### src/rtl/alt_ddrx_ecc_err_logger.sv
// ECC error logger for the DDR read datapath.
// Classifies each decoded read beat as a correctable (sbe) or uncorrectable
// (dbe) error. It keeps saturating counts of both, captures the most relevant
// error address, raises a sticky interrupt, and issues scrub (read-modify-write)
// requests for corrected addresses. The scrub path has one request in flight
// plus one pending slot.
// Ports:
//   ctl_clk, ctl_reset_n          clock, async active-low reset
//   ecc_enable                    qualifies all error inputs
//   rdata_valid, rdata_addr       decoded beat strobe and its local address
//   err_detected/corrected/fatal  decoder status for the beat
//   intr_enable, clr_intr         interrupt enable / clear pulse
//   clr_counters                  clears counters and captured address
//   sbe_count, dbe_count          saturating error counters
//   err_addr[_valid,_is_dbe]      captured error address and type
//   ecc_interrupt, scrub_overflow sticky status flags
//   scrub_req, scrub_addr, scrub_ack  scrub request handshake
module alt_ddrx_ecc_err_logger #(
  parameter int ADDR_WIDTH = 25,
  parameter int CNT_WIDTH  = 8
) (
  input  logic                  ctl_clk,
  input  logic                  ctl_reset_n,
  input  logic                  ecc_enable,
  input  logic                  rdata_valid,
  input  logic [ADDR_WIDTH-1:0] rdata_addr,
  input  logic                  err_detected,
  input  logic                  err_corrected,
  input  logic                  err_fatal,
  input  logic                  intr_enable,
  input  logic                  clr_counters,
  input  logic                  clr_intr,
  output logic [CNT_WIDTH-1:0]  sbe_count,
  output logic [CNT_WIDTH-1:0]  dbe_count,
  output logic [ADDR_WIDTH-1:0] err_addr,
  output logic                  err_addr_valid,
  output logic                  err_addr_is_dbe,
  output logic                  ecc_interrupt,
  output logic                  scrub_overflow,
  output logic                  scrub_req,
  output logic [ADDR_WIDTH-1:0] scrub_addr,
  input  logic                  scrub_ack
);

  localparam logic [CNT_WIDTH-1:0] CNT_MAX = '1;
  localparam logic [CNT_WIDTH-1:0] CNT_ONE = {{(CNT_WIDTH-1){1'b0}}, 1'b1};

  typedef enum logic {IDLE = 1'b0, REQ = 1'b1} scrub_st_t;

  scrub_st_t             state;
  logic                  pend_valid;
  logic [ADDR_WIDTH-1:0] pend_addr;

  logic beat_err, sbe, dbe, any_err, ovf_evt;

  // Fatal dominates: a beat flagged both corrected and fatal is a dbe only.
  assign beat_err = ecc_enable & rdata_valid & err_detected;
  assign dbe      = beat_err & err_fatal;
  assign sbe      = beat_err & err_corrected & ~err_fatal;
  assign any_err  = sbe | dbe;

  // Drop happens only when both slots are busy and nothing frees one this cycle.
  assign ovf_evt  = sbe & (state == REQ) & pend_valid & ~scrub_ack;

  assign scrub_req = (state == REQ);

  // Counters
  always_ff @(posedge ctl_clk or negedge ctl_reset_n) begin
    if (!ctl_reset_n) begin
      sbe_count <= '0;
      dbe_count <= '0;
    end else if (clr_counters) begin
      sbe_count <= sbe ? CNT_ONE : '0;
      dbe_count <= dbe ? CNT_ONE : '0;
    end else begin
      if (sbe && sbe_count != CNT_MAX) sbe_count <= sbe_count + CNT_ONE;
      if (dbe && dbe_count != CNT_MAX) dbe_count <= dbe_count + CNT_ONE;
    end
  end

  // Error address capture: first error wins, a later dbe may upgrade an sbe.
  always_ff @(posedge ctl_clk or negedge ctl_reset_n) begin
    if (!ctl_reset_n) begin
      err_addr        <= '0;
      err_addr_valid  <= 1'b0;
      err_addr_is_dbe <= 1'b0;
    end else if (clr_counters) begin
      err_addr_valid  <= 1'b0;
      err_addr_is_dbe <= 1'b0;
    end else if (!err_addr_valid && any_err) begin
      err_addr        <= rdata_addr;
      err_addr_valid  <= 1'b1;
      err_addr_is_dbe <= dbe;
    end else if (err_addr_valid && !err_addr_is_dbe && dbe) begin
      err_addr        <= rdata_addr;
      err_addr_is_dbe <= 1'b1;
    end
  end

  // Sticky flags: a new set event beats a coincident clear.
  always_ff @(posedge ctl_clk or negedge ctl_reset_n) begin
    if (!ctl_reset_n) begin
      ecc_interrupt  <= 1'b0;
      scrub_overflow <= 1'b0;
    end else begin
      if (intr_enable && any_err) ecc_interrupt <= 1'b1;
      else if (clr_intr)          ecc_interrupt <= 1'b0;
      if (ovf_evt)                scrub_overflow <= 1'b1;
      else if (clr_intr)          scrub_overflow <= 1'b0;
    end
  end

  // Scrub request FSM with one pending slot.
  always_ff @(posedge ctl_clk or negedge ctl_reset_n) begin
    if (!ctl_reset_n) begin
      state      <= IDLE;
      scrub_addr <= '0;
      pend_valid <= 1'b0;
      pend_addr  <= '0;
    end else begin
      case (state)
        IDLE: begin
          if (sbe) begin
            scrub_addr <= rdata_addr;
            state      <= REQ;
          end
        end
        REQ: begin
          if (scrub_ack) begin
            if (pend_valid) begin
              scrub_addr <= pend_addr;
              // A same-cycle sbe refills the slot the promotion just freed.
              if (sbe) pend_addr  <= rdata_addr;
              else     pend_valid <= 1'b0;
            end else if (sbe) begin
              // Slot empty and current request retiring: issue the new one directly.
              scrub_addr <= rdata_addr;
            end else begin
              state <= IDLE;
            end
          end else if (sbe && !pend_valid) begin
            pend_addr  <= rdata_addr;
            pend_valid <= 1'b1;
          end
        end
        default: state <= IDLE;
      endcase
    end
  end

endmodule

### config.mk
export PLATFORM = sky130hd
export DESIGN_NAME = alt_ddrx_ecc_err_logger
export DESIGN_NICKNAME = d
export VERILOG_FILES = /design/src/rtl/alt_ddrx_ecc_err_logger.sv
export SDC_FILE = /design/constraint.sdc
export NUM_CORES = 1
export LEC_CHECK = 0
export CORE_ASPECT_RATIO = 1.1
export CORE_MARGIN = 3
export CORE_UTILIZATION = 43
export DETAILED_ROUTE_END_ITERATION = 7
export PLACE_DENSITY = 0.71
export RECOVER_POWER = 25
export SLEW_MARGIN = 0
export SYNTH_ARGS = -nofsm -noshare
export SYNTH_HDL_FRONTEND = slang
export SYNTH_SLANG_ARGS = --single-unit
### constraint.sdc
create_clock -name ctl_clk -period 1.75 [get_ports ctl_clk]
set_input_delay 0.35 -clock ctl_clk [delete_from_list [all_inputs] [get_ports ctl_clk]]
set_output_delay 0.35 -clock ctl_clk [all_outputs]
set_load 0.02 [all_outputs]
==> results of run 1 <==
-- synth_stat cells (4+ instances only) --
cell type	n	area [um2]
nand3_1	6	30.0
dfrtp_1	97	2430
o211ai_1	4	30.0
mux2_2	67	754
mux2_4	19	285
nand2_1	9	33.8
nor2_1	14	52.6
o21ai_0	5	25.0
mux2_1	17	191
inv_1	6	22.5
buf_2	4	20.0
a21oi_1	8	40.0
-- cells in the final DEF (no fill, tap or decap), types with 4 or more instances in the layout --
| cell type | netlist | final |
|---|---|---|
| mux2_2 | 67 | 67 |
| inv_1 | 6 | 6 |
| nand3_1 | 6 | 6 |
| dfrtp_1 | 97 | 97 |
| mux2_4 | 19 | 19 |
| nor2_1 | 14 | 14 |
| mux2_1 | 17 | 17 |
| clkbuf_8 | 0 | 10 |
| o21ai_0 | 5 | 4 |
| nand2_1 | 9 | 9 |
| dlygate4sd2_1 | 0 | 17 |
| buf_4 | 1 | 21 |
| o211ai_1 | 4 | 4 |
| dlymetal6s2s_1 | 0 | 12 |
| clkdlybuf4s50_1 | 0 | 76 |
| a21oi_1 | 8 | 8 |
-- worst min-delay path by stage --
stage	to	slack [ns]	cells past startpoint
3_3_place_gp	err_addr[20]$_DFFE_PN0P_	0.38	2
3_5_place_dp	scrub_addr[20]$_DFFE_PN0P_	0.38	2
5_1_grt	pend_addr[3]$_DFFE_PN0P_	0.51	1
6_report	pend_addr[3]$_DFFE_PN0P_	0.49	1
4_1_cts	pend_addr[3]$_DFFE_PN0P_	0.50	1
2_1_floorplan	dbe_count[0]$_DFFE_PN0P_	0.05	0
-- state kept, by name, indices dropped and copies added (netlist names) --
signal	cells
err_addr_valid	1
err_addr	25
pend_addr	25
pend_valid	1
scrub_overflow	1
scrub_addr	25
dbe_count	8
ecc_interrupt	1
err_addr_is_dbe	1
sbe_count	8
scrub_req	1
-- kinds of logic after synthesis --
kind of cell	count (synthesis)
xor+xnor	5
simple gates	57
fa+ha+maj	2
buf+inv	18
mux	105
compound gates	29
flops	97
-- cell type report --
class	count	area, um2
Clock buffer	11	141
Multi-Input combinational cell	198	1880
Tap cell	120	150
Inverter	6	22.5
Clock inverter	3	18.8
Fill cell	844	3990
Timing Repair Buffer	133	1310
Sequential cell	97	2430
-- power breakdown --
part | total, mW | leakage, nW | internal, mW | switching (mW)
Combinational | 3.09 | 1.56 | 1.75 | 1.34
Sequential | 3.10 | 1.25 | 2.79 | 0.316
Clock | 1.27 | 0.0850 | 0.539 | 0.731
-- per-stage QoR --
stage               TNS, ns  util, %
floorplan                 0        -
global route              0     59.8
CTS                       0     59.6
finish                    0     59.8
detailed placement   -20.27     58.1
global placement     -17.93     58.1
-- timing repair --
item / in CTS / in global routing
setup endpoints to repair: 17 / 15
hold buffers: 1 / 0
pin swaps: 0 / 1
resized for setup: 17 / 14
hold endpoints to repair: 60 / 0
-- metal layers --
layer | wire, um | global-route usage (%) | vias up
met5 | 0 | 0 | -
met4 | 186 | 7.26 | 0
met3 | 561 | 4.79 | 13
met2 | 4550 | 27.3 | 74
met1 | 4200 | 22.7 | 1484
li1 | - | - | 1395
==> out/qor.csv, run 1 <==
stage,metric,value,unit
critical_path,Reg2Reg Setup Slack,0.13,ns
synth,register bit total from synthesis,97,
synth,"EDFF count, synth",0,
route,DR vias,2966,
final_layout,ant diodes,0,
timing,Max-slew headroom,39.6,%
critical_path,CP arrival,1.34,ns
global_routing,largest net degree at the start of global routing,61,
critical_path,max incr delay on CP,0.64,ns
timing,worst slew pin tran,0.906,ns
route,post-DR vias/cell,5.22,
placed_design,PortBufs,106,
timing,final setup fails,0,
placed_design,HPWL Detailed,6940,um
global_routing,vias in the first global route,3121,
critical_path,cell depth of the worst flop-to-flop path,4,
critical_path,Buffers & Inverters on Critical Path,1,
route,drt wl/cell,16.7,um
synth,"Distinct cells, synth",47,
global_routing,initial antenna violation count,0,
critical_path,crit-path leading delay family,buffers and inverters,
floorplanning,die area,0.0115,mm2
power_and_ir_drop,Total Power,7.47,mW
synth,average size of a mapped cell,14.1,um2
final_layout,area delta synth->final,34.5,%
synth,post-synthesis cell area,0.00442,mm2
floorplanning,die width,103,um
clocking,cts bufs inserted,9,
timing,final period utilization,96.8,%
clocking,Clock transition at path regs,0.08,ns
clocking,Post-CTS Setup Inserts,0,
critical_path,crit-path cells,clkdlybuf4s50_1,
synth,Mapped Nets,351,
final_layout,design area,0.00595,mm2
synth,adder-cell area share of the yosys netlist,0.566,%
synth,simple logic cell fraction of the synthesized area,7.78,%
placed_design,DP Worst Slack,-0.305,ns
route,DR iter-0 viols,84,
floorplanning,Row Count,38,
hold_path,Hold Path Class,flip-flop to flip-flop,
clocking,CTS max path bufs,2,
job,max cap viols,0,
synth,Synth Area in Compound Gates,4.75,%
timing,upper clock frequency limit,591,MHz
synth,post-synthesis mux area share,28.3,%
floorplanning,I/O pin cnt,107,
placed_design,RePlAce Congestion,0.857,
critical_path,CP Data Required Time,1.40,ns
critical_path,slowest CP cell,clkdlybuf4s50_1,
critical_path,CP endpoint,scrub_addr[22],
synth,XOR/XNOR Fraction of Synth Area,0.990,%
final_layout,# nets final,483,
floorplanning,CORE AREA,0.00994,mm2
timing,hold slack,0.494,ns
critical_path,reg-to-reg startpoint,scrub_req$_DFF_PN0_,
synth,Mapped Cells,313,
final_layout,non-filler instance count after layout,568,
synth,largest family of logic cells by synthesized area,multiplexers,
timing,setup ws final,0.0566,ns
synth,fraction of registers with async set/reset,100,%
timing,final worst path period need,1.69,ns
placed_design,Cells after DPL,553,
synth,Synth Warn #,0,
global_routing,first-pass GRT wire length,15600,um
clocking,clk sinks,97,
run_status,status,"finished, final reports clean",
critical_path,Worst Setup Path Type,flip-flop to output pin,
critical_path,RR Endpoint,scrub_addr[5]$_DFFE_PN0P_,
timing,RSZ-0062 raised after global routing,false,
synth,register area share after synthesis,54.9,%
power_and_ir_drop,power density cells,1260,mW/mm2
critical_path,Crit. path cell count,1,
power_and_ir_drop,maximum VDD drop,719,uV
timing,Final Max Tran Viols,0,
placed_design,DP Area,0.00578,mm2
final_layout,ratio of cells with drive above 1 in the final layout,31.3,%
timing,skew final,0.00451,ns
timing,Hold Fails Final Rpt,0,
route,DRC errors left,0,
clocking,H-tree lvl count,3,
critical_path,Worst setup EP type,output pin,
global_routing,grt ovf,0,
route,DRT Pass-1 Iters,4,
clocking,Root Driver,clkbuf_8,
floorplanning,Die H,112,um
global_routing,GRT Total Usage,17.4,%
critical_path,Crit. Startpoint,scrub_addr[22]$_DFFE_PN0P_,
clocking,clk_lat worst skew,0.35,ns
clocking,CTS tree,done,
critical_path,crit path max fanout,2,
hold_path,Hold Path Origin,pend_addr[3]$_DFFE_PN0P_,
route,final antenna-violating net count,0,
floorplanning,Starting Density,44.5,%
critical_path,CP startpoint kind,flip-flop,
synth,"Primary FF master, synth",dfrtp_1,
route,WL final,9500,um
power_and_ir_drop,P_leak,2.90,nW
No activity file was read; power rests on OpenSTA's default activity.
==> run 2: changes to the inputs <==
CTS_CLUSTER_DIAMETER = 150   (was not set)
==> results of run 2 <==
Final layout, timing and power as in run 1 (identical DEF).
==> run 3: changes to the inputs <==
PLACE_DENSITY = 0.76   (was 0.71)
==> out/qor.csv, run 3 (synthesis results as in run 1) <==
stage,metric,value,unit,change
run_status,status,"finished, final reports clean",,unchanged
timing,worst slew pin tran,0.882,ns,was 0.906 ns
route,DRC errors left,0,,unchanged
hold_path,Hold Path Class,primary input to asynchronous set/reset pin,,was flip-flop to flip-flop
final_layout,# nets final,483,,unchanged
global_routing,vias in the first global route,3235,,was 3121
clocking,H-tree lvl count,3,,unchanged
floorplanning,Die H,112,um,unchanged
final_layout,design area,0.00603,mm2,was 0.00595 mm2
critical_path,crit path max fanout,2,,unchanged
placed_design,DP Area,0.00578,mm2,about the same
route,final antenna-violating net count,0,,unchanged
global_routing,initial antenna violation count,0,,unchanged
floorplanning,die area,0.0115,mm2,unchanged
critical_path,CP Data Required Time,1.40,ns,about the same
clocking,CTS max path bufs,2,,unchanged
final_layout,"commonest cells after routing, fill and taps aside","dfrtp_1 (97), clkdlybuf4s50_1 (69), mux2_2 (67)",,"was dfrtp_1 (97), clkdlybuf4s50_1 (76), mux2_2 (67)"
route,post-DR vias/cell,5.28,,was 5.22
critical_path,CP arrival,1.36,ns,was 1.34 ns
global_routing,first-pass GRT wire length,16300,um,was 15600 um
final_layout,"commonest non-fill, non-tap cell in the layout",dfrtp_1,,unchanged
critical_path,CP endpoint,scrub_addr[15],,was scrub_addr[22]
clocking,Root Driver,clkbuf_8,,unchanged
floorplanning,I/O pin cnt,107,,unchanged
placed_design,RePlAce Congestion,0.837,,was 0.857
critical_path,cell depth of the worst flop-to-flop path,5,,was 4
critical_path,slowest CP cell,clkdlybuf4s50_1,,unchanged
timing,final period utilization,97.8,%,was 96.8%
floorplanning,CORE AREA,0.00994,mm2,unchanged
critical_path,CP startpoint kind,flip-flop,,unchanged
timing,Hold Fails Final Rpt,0,,unchanged
critical_path,reg-to-reg startpoint,dbe_count[0]$_DFFE_PN0P_,,was scrub_req$_DFF_PN0_
final_layout,biggest regs,"err_addr: 25 flops, pend_addr: 25 flops, scrub_addr: 25 flops",,unchanged
clocking,clk_lat worst skew,0.37,ns,was 0.35 ns
timing,RSZ-0062 raised after global routing,false,,unchanged
critical_path,crit-path cells,clkdlybuf4s50_1,,unchanged
timing,final worst path period need,1.71,ns,was 1.69 ns
timing,final setup fails,0,,unchanged
clocking,CTS tree,done,,unchanged
job,max cap viols,0,,unchanged
clocking,cts bufs inserted,9,,unchanged
global_routing,largest net degree at the start of global routing,62,,was 61
route,DR vias,3004,,was 2966
critical_path,Crit. Startpoint,scrub_addr[15]$_DFFE_PN0P_,,was scrub_addr[22]$_DFFE_PN0P_
final_layout,ant diodes,0,,unchanged
timing,Max-slew headroom,41.2,%,was 39.6%
placed_design,HPWL Detailed,7170,um,was 6940 um
critical_path,crit-path leading delay family,buffers and inverters,,unchanged
route,WL final,9860,um,was 9500 um
final_layout,ratio of cells with drive above 1 in the final layout,31.2,%,was 31.3%
critical_path,Worst Setup Path Type,flip-flop to output pin,,unchanged
power_and_ir_drop,P_leak,2.99,nW,was 2.90 nW
critical_path,Reg2Reg Setup Slack,0.11,ns,was 0.13 ns
route,DRT Pass-1 Iters,4,,unchanged
final_layout,area delta synth->final,36.4,%,was 34.5%
critical_path,RR Endpoint,dbe_count[5]$_DFFE_PN0P_,,was scrub_addr[5]$_DFFE_PN0P_
floorplanning,die width,103,um,unchanged
timing,Final Max Tran Viols,0,,unchanged
final_layout,area of the multi-input gates,0.00187,mm2,was 0.00188 mm2
route,drt wl/cell,17.3,um,was 16.7 um
global_routing,grt ovf,0,,unchanged
final_layout,# fillers,803,,was 844
route,DR iter-0 viols,110,,was 84
critical_path,max incr delay on CP,0.63,ns,was 0.64 ns
critical_path,Worst setup EP type,output pin,,unchanged
timing,setup tns final,0,ns,unchanged
critical_path,Crit. path cell count,1,,unchanged
power_and_ir_drop,maximum VDD drop,731,uV,was 719 uV
final_layout,FF+latch area,0.00243,mm2,unchanged
timing,skew final,0.0134,ns,was 0.00451 ns
global_routing,GRT Total Usage,17.9,%,was 17.4%
critical_path,Buffers & Inverters on Critical Path,1,,unchanged
floorplanning,Row Count,38,,unchanged
timing,upper clock frequency limit,584,MHz,was 591 MHz
placed_design,PortBufs,106,,unchanged
clocking,clk sinks,97,,unchanged
clocking,Clock transition at path regs,0.10,ns,was 0.08 ns
floorplanning,Starting Density,44.5,%,unchanged
power_and_ir_drop,power density cells,1320,mW/mm2,was 1260 mW/mm2
-- run 3: cell types whose count changed in the layout (fill, tap and decap cells not counted), moves of 2 or more --
| cell | delta |
|---|---|
| bufinv_16 | +3 |
| clkdlybuf4s50_1 | -7 |
| clkinv_2 | -2 |
| dlymetal6s2s_1 | +6 |
-- run 3: repair_timing --
action	CTS	global route
cloned	0	0
endpoints found under the hold margin	36	0
hold buffers	1	0
endpoints found under the setup margin	18	21
setup buffers	0	1
gates resized for setup	18	19
pin swaps	0	1
-- run 3: worst register-to-register path: stages (launching register included) --
cell	delay (ns)
dfrtp_1	0.43
ha_1	0.24
nand3_1	0.21
o211ai_2	0.27
nor2_1	0.08
mux2_1	0.31
-- run 3: per-layer routing --
metal / vias up / track usage [%] / wire length, um
li1: 1393 / - / -
met1: 1515 / 23.4 / 4270
met2: 84 / 28.4 / 4850
met3: 12 / 4.79 / 604
met4: 0 / 6.65 / 147
met5: - / 0 / 0
-- run 3: area by class of cell --
class                   instances  share of cell area, %
clock buffers                   9                   2.05
clock inverters                 6                   1.91
inverters                       6                  0.373
multi-input cells             198                   31.1
flip-flops and latches         97                   40.2
well taps                     120                   2.49
repair buffers                133                   21.8
-- run 3: worst min path at each step --
| stage | slack (ns) | from | end | cells past startpoint |
|---|---|---|---|---|
| floorplan | 0.05 | ctl_reset_n | dbe_count[0]$_DFFE_PN0P_ | 0 |
| global placement | 0.16 | ctl_reset_n | err_addr[20]$_DFFE_PN0P_ | 1 |
| detailed placement | 0.16 | ctl_reset_n | err_addr[20]$_DFFE_PN0P_ | 1 |
| CTS | 0.29 | ctl_reset_n | err_addr[20]$_DFFE_PN0P_ | 2 |
| global route | 0.30 | ctl_reset_n | err_addr[20]$_DFFE_PN0P_ | 2 |
| finish | 0.30 | ctl_reset_n | err_addr[20]$_DFFE_PN0P_ | 2 |
-- run 3: report_power, final --
part	switching [mW]	internal, mW
logic	1.33	1.74
clock network	0.796	0.949
registers	0.336	2.79
-- run 3: metrics by stage --
step	hold slack, ns	std cells	setup WS, ns	utilization (%)	power, mW
2_1_floorplan	0.0544	313	0.0735	-	4.93
3_3_place_gp	0.155	552	-0.259	58.2	6.24
3_5_place_dp	0.157	552	-0.296	58.2	6.33
4_1_cts	0.291	568	0.00214	60.5	8.08
5_1_grt	0.296	569	0.00244	60.7	8.32
6_report	0.300	569	0.0390	60.7	7.94
